$ cat config.mk
export PLATFORM = sky130hd
export DESIGN_NAME = audio_flash_writer
export DESIGN_NICKNAME = d
export VERILOG_FILES = /design/src/rtl/audio_flash_writer.sv
export SDC_FILE = /design/constraint.sdc
export NUM_CORES = 1
export LEC_CHECK = 0
export BUFFER_PORTS_ARGS = -buffer_cell sky130_fd_sc_hd__buf_2
export CORE_UTILIZATION = 45
export DETAILED_ROUTE_END_ITERATION = 8
export GPL_ROUTABILITY_DRIVEN = 0
export PLACE_DENSITY = 0.77
export SLEW_MARGIN = 10
export SYNTH_ARGS = -nofsm -noshare
export SYNTH_HDL_FRONTEND = slang
export SYNTH_SLANG_ARGS = --single-unit
$ cat constraint.sdc
create_clock -name clk -period 2.3 [get_ports clk]
set_input_delay 0.115 -clock clk [delete_from_list [all_inputs] [get_ports clk]]
set_output_delay 0.115 -clock clk [all_outputs]
set_load 0.1 [all_outputs]
$ cat src/rtl/audio_flash_writer.sv
`default_nettype none
// ============================================================================
//  Module   : audio_flash_writer
//  Purpose  : Record-path capture engine. Packs pairs of 16-bit audio samples
//             into 32-bit words (earlier sample in [15:0]) and writes them to
//             sequential flash word addresses as an Avalon-MM write master.
//             A one-sample pending buffer absorbs a strobe that arrives while
//             a write is stalled; further strobes are dropped and flagged.
//  Ports    : clk          - system clock
//             rst_n        - synchronous active-low reset
//             start        - one-cycle pulse, begins a recording (IDLE/DONE)
//             sample_valid - one-cycle strobe qualifying sample
//             sample       - 16-bit signed audio sample
//             waitrequest  - Avalon slave stall
//             write        - Avalon write request
//             address      - 23-bit word address
//             writedata    - packed sample pair
//             byteenable   - constant 4'b1111
//             busy         - high while capturing or writing
//             done         - high once the last word has been accepted
//             overrun      - sticky, a sample was dropped in this recording
//  Revision : 1.0  initial release
// ============================================================================
module audio_flash_writer #(
   parameter logic [22:0] START_ADDR = 23'h000000,
   parameter logic [22:0] END_ADDR   = 23'h07FFFF
) (
   input  logic        clk,
   input  logic        rst_n,
   input  logic        start,
   input  logic        sample_valid,
   input  logic [15:0] sample,
   input  logic        waitrequest,
   output logic        write,
   output logic [22:0] address,
   output logic [31:0] writedata,
   output logic [3:0]  byteenable,
   output logic        busy,
   output logic        done,
   output logic        overrun
);

   typedef enum logic [1:0] {
      ST_IDLE    = 2'd0,
      ST_CAPTURE = 2'd1,
      ST_WRITE   = 2'd2,
      ST_DONE    = 2'd3
   } state_t;

   localparam logic [3:0] c_BYTE_EN_ALL = 4'b1111;

   state_t      r_state;
   logic        r_half;        // low half of the current pair is held in r_lo
   logic [15:0] r_lo;
   logic        r_pend_full;   // a sample is parked in r_pend during a stall
   logic [15:0] r_pend;
   logic        r_write;
   logic [22:0] r_address;
   logic [31:0] r_writedata;
   logic        r_busy;
   logic        r_done;
   logic        r_overrun;

   logic        w_accept;
   logic        w_last;

   assign w_accept = r_write & ~waitrequest;
   assign w_last   = (r_address == END_ADDR);

   always_ff @(posedge clk) begin
      if (!rst_n) begin
         r_state     <= ST_IDLE;
         r_half      <= 1'b0;
         r_lo        <= 16'd0;
         r_pend_full <= 1'b0;
         r_pend      <= 16'd0;
         r_write     <= 1'b0;
         r_address   <= START_ADDR;
         r_writedata <= 32'd0;
         r_busy      <= 1'b0;
         r_done      <= 1'b0;
         r_overrun   <= 1'b0;
      end else begin
         case (r_state)
            // A strobe coinciding with start is deliberately not captured.
            ST_IDLE, ST_DONE: begin
               if (start) begin
                  r_state     <= ST_CAPTURE;
                  r_address   <= START_ADDR;
                  r_half      <= 1'b0;
                  r_pend_full <= 1'b0;
                  r_overrun   <= 1'b0;
                  r_busy      <= 1'b1;
                  r_done      <= 1'b0;
               end
            end

            ST_CAPTURE: begin
               if (sample_valid) begin
                  if (!r_half) begin
                     r_lo   <= sample;
                     r_half <= 1'b1;
                  end else begin
                     r_writedata <= {sample, r_lo};
                     r_write     <= 1'b1;
                     r_half      <= 1'b0;
                     r_state     <= ST_WRITE;
                  end
               end
            end

            ST_WRITE: begin
               // A strobe finding the pending slot occupied is lost, even on
               // the acceptance edge.
               if (sample_valid && r_pend_full) begin
                  r_overrun <= 1'b1;
               end

               if (w_accept) begin
                  r_write     <= 1'b0;
                  r_pend_full <= 1'b0;
                  if (w_last) begin
                     // Recording complete; any parked sample is discarded.
                     r_state <= ST_DONE;
                     r_busy  <= 1'b0;
                     r_done  <= 1'b1;
                     r_half  <= 1'b0;
                  end else begin
                     r_address <= r_address + 23'd1;
                     r_state   <= ST_CAPTURE;
                     // The pending sample (or a strobe landing on the
                     // acceptance edge into an empty slot) moves straight
                     // into the low half, so the first CAPTURE cycle can
                     // already complete the next pair.
                     if (r_pend_full) begin
                        r_lo   <= r_pend;
                        r_half <= 1'b1;
                     end else if (sample_valid) begin
                        r_lo   <= sample;
                        r_half <= 1'b1;
                     end else begin
                        r_half <= 1'b0;
                     end
                  end
               end else if (sample_valid && !r_pend_full) begin
                  r_pend      <= sample;
                  r_pend_full <= 1'b1;
               end
            end

            default: begin
               r_state <= ST_IDLE;
            end
         endcase
      end
   end

   assign write      = r_write;
   assign address    = r_address;
   assign writedata  = r_writedata;
   assign byteenable = c_BYTE_EN_ALL;
   assign busy       = r_busy;
   assign done       = r_done;
   assign overrun    = r_overrun;

endmodule
`default_nettype wire

==> flow_summary.yaml <==
cts:
  cts.sinks: 95
  cts_tree: "built"
  root_buffer: "clkbuf_8"
  path_clk_slew_ns: 0.10
  postCtsHoldBufs: 2
  cts_buffers: 9
  clock_latency_ns: 0.36
  cts_setup_buffers: 0
  cts_resized: 0
  h-tree-depth: 3
  cts_buffer_depth: 2
cells_and_area:
  synthToLayoutAreaGrowth_pct: 16.4
  final_common_cell: "nand2_1"
  final_nets: 617
  n_fill_cell: 815
  drive_above_1_share_pct: 24.2
  instances_no_fill: 706
  n_antenna_cell: 0
  final_cell_mix: "nand2_1, a21oi_1, buf_2, dfxtp_1, nand3_1"
floorplan:
  rows: 34
  dieHeight_um: 98.8
  start_util_pct: 47.4
  pin_count: 84
  dieWidth_um: 98.8
  die-area_um2: 9760
  coreArea_um2: 8890
power:
  power_density_nw_per_um2: 675
  p_int_mw: 2.29
  leakagePower_nw: 1.92
  max-vdd-ir-drop_v: 0.000280
  clockPowerShare_pct: 31.2
  comb_power_share_pct: 15.8
  power.switching_mw: 1.02
  swShare_pct: 30.9
  seqPwrFrac_pct: 52.9
timing:
  worstMarginPinSlew_ns: 0.666
  hold_violations: 0
  fmaxAchievable_ghz: 0.469
  drv_slew: 0
  period_needed_ns: 2.13
  period_share_pct: 92.8
  slew_headroom_pct: 55.3
  rsz0062_at_grt: "false"
  setup_violations: 0
  skew_ns: 0.0165
  tns_ns: 0
  hold_slack_ns: 0.00708
grt:
  grt_pass1_wl_mm: 17.4
  overflow: 0
  grt_max_degree: 71
  grt_antenna_before_repair: 0
  grt_usage_pct: 22.0
  first_global_vias: 3562
hold_path:
  holdCritPathClass: "in -> reg"
run:
  cap_violations: 0
synthesis:
  async_reset_ff_share_pct: 0
  ys_warn_count: 0
  dominantRegCellSynth: "dfxtp_1"
  synth_area_um2: 4210
  syn_area_per_cell_um2: 8.04
  ys_types: 48
  ys_ff_latch: 95
  synth_enable_flop_cells: 0
  ys_seq_area_share_pct: 45.1
  synthCells: 524
routing:
  route.antenna.remaining_nets: 0
  drt-total-wl_mm: 10.5
  first_iter_violations: 248
  routed_via_density: 5.63
  dr.pass1.iters: 5
  drc_errors: 0
  vias: 3978
  routedWlPerCell_um: 14.9
critical_path:
  crit_path_start_kind: "flop"
  path_class: "reg -> reg"
  cp.required_ns: 2.56
  end_kind: "flop"
  critPathMaxFanout: 7
  cp.arrival_ns: 2.39
placement:
  hpwl_mm: 7.18
  dpl.cell_count: 688
  portBuffers: 79
run_status:
  outcome: "completed"
==> synth_stat cells, types with 2 or more instances <==
cell type	instances	area [µm²]
a211oi_1	2	15.0
nand2b_1	3	18.8
buf_2	4	20.0
o21ai_1	2	10.0
buf_6	3	33.8
a221o_1	2	20.0
and4_1	8	70.1
o211ai_1	2	15.0
dfxtp_1	95	1900
a311oi_2	10	150
a311oi_1	9	78.8
nand3_1	24	120
o31ai_1	3	22.5
or3_1	5	31.3
nand2_1	133	499
a21oi_1	84	420
buf_1	3	11.3
clkinv_1	2	7.51
clkbuf_1	24	90.1
a21o_1	3	22.5
and3_1	10	62.6
o21ai_0	16	80.1
inv_1	6	22.5
nor3_1	6	30.0
and2_1	7	43.8
nor2_1	13	48.8
ha_1	3	37.5
a22o_1	3	26.3
nand4_1	6	37.5
nor2b_1	3	18.8
o22ai_1	3	18.8
buf_4	6	45.0
a31oi_1	5	31.3
mux2i_1	2	20.0
==> power by group through the flow <==
| stage | clock network, mW | logic, mW | registers (mW) |
|---|---|---|---|
| after floorplan | 0 | 0.351 | 1.84 |
| after global placement | 0 | 0.505 | 1.79 |
| after detailed placement | 0 | 0.516 | 1.79 |
| after CTS | 1.05 | 0.519 | 1.75 |
| after global routing | 1.11 | 0.567 | 1.76 |
| final | 1.03 | 0.525 | 1.75 |
==> per-stage QoR <==
stage	utilization, %	worst slack, ns	cell area, µm²	power [mW]
2_1_floorplan	-	0.0131	4260	2.19
3_3_place_gp	52.9	0.261	4710	2.29
3_5_place_dp	52.9	0.183	4710	2.31
4_1_cts	55.2	0.176	4900	3.32
5_1_grt	55.2	0.0383	4900	3.44
6_report	55.2	0.167	4900	3.31
==> registers in the layout, summed over array words and instances, names as in the netlist <==
register and cells:
address 23, busy 1, done 1, overrun 1
r_half 1, r_lo 16, r_pend 16, r_pend_full 1
r_state 2, write 1, writedata 32
==> metal layers <==
metal | up-vias | wire (µm) | GRT usage [%] | share of wire [%]
met5 | - | 0 | 0 | 0
met4 | 0 | 166 | 7.92 | 1.6
met3 | 14 | 532 | 2.55 | 5.1
met2 | 122 | 4670 | 33.4 | 44
met1 | 1866 | 5160 | 32.1 | 49
li1 | 1976 | - | - | -
==> kinds of logic after synthesis <==
family / synth area share (%)
flops: 45.1
simple gates: 24.3
buf+inv: 5.46
xor+xnor: 0.208
other cells: 0.0890
compound gates: 23.5
fa+ha+maj: 0.891
mux: 0.475
==> final cells by class <==
class | instances | area (µm²) | area share [%]
Multi-Input combinational cell | 384 | 2100 | 42.7
Timing Repair Buffer | 95 | 533 | 10.9
Inverter | 8 | 30.0 | 0.612
Clock inverter | 6 | 50.0 | 1.02
Tap cell | 108 | 135 | 2.76
Clock buffer | 10 | 128 | 2.60
Sequential cell | 95 | 1930 | 39.4
==> worst paths after layout <==
path / cells past startpoint / startpoint / endpoint / slack, ns
max reg2reg: 7 / r_state[0] / address[15] / 0.17
max: 7 / r_state[0] / address[15] / 0.17
min: 3 / sample[9] / writedata[25] / 0.007
min reg2reg: 2 / writedata[27] / writedata[27] / 0.45
==> worst max-delay path: stages, from the launching register on <==
cell,delay (ns)
dfxtp_1,0.37
inv_1,0.06
ha_1,0.38
mux2i_1,0.17
a21o_1,0.26
a31oi_4,0.27
nor2_1,0.16
a221o_1,0.36
Note: power is estimated with default switching activity, not from simulation.
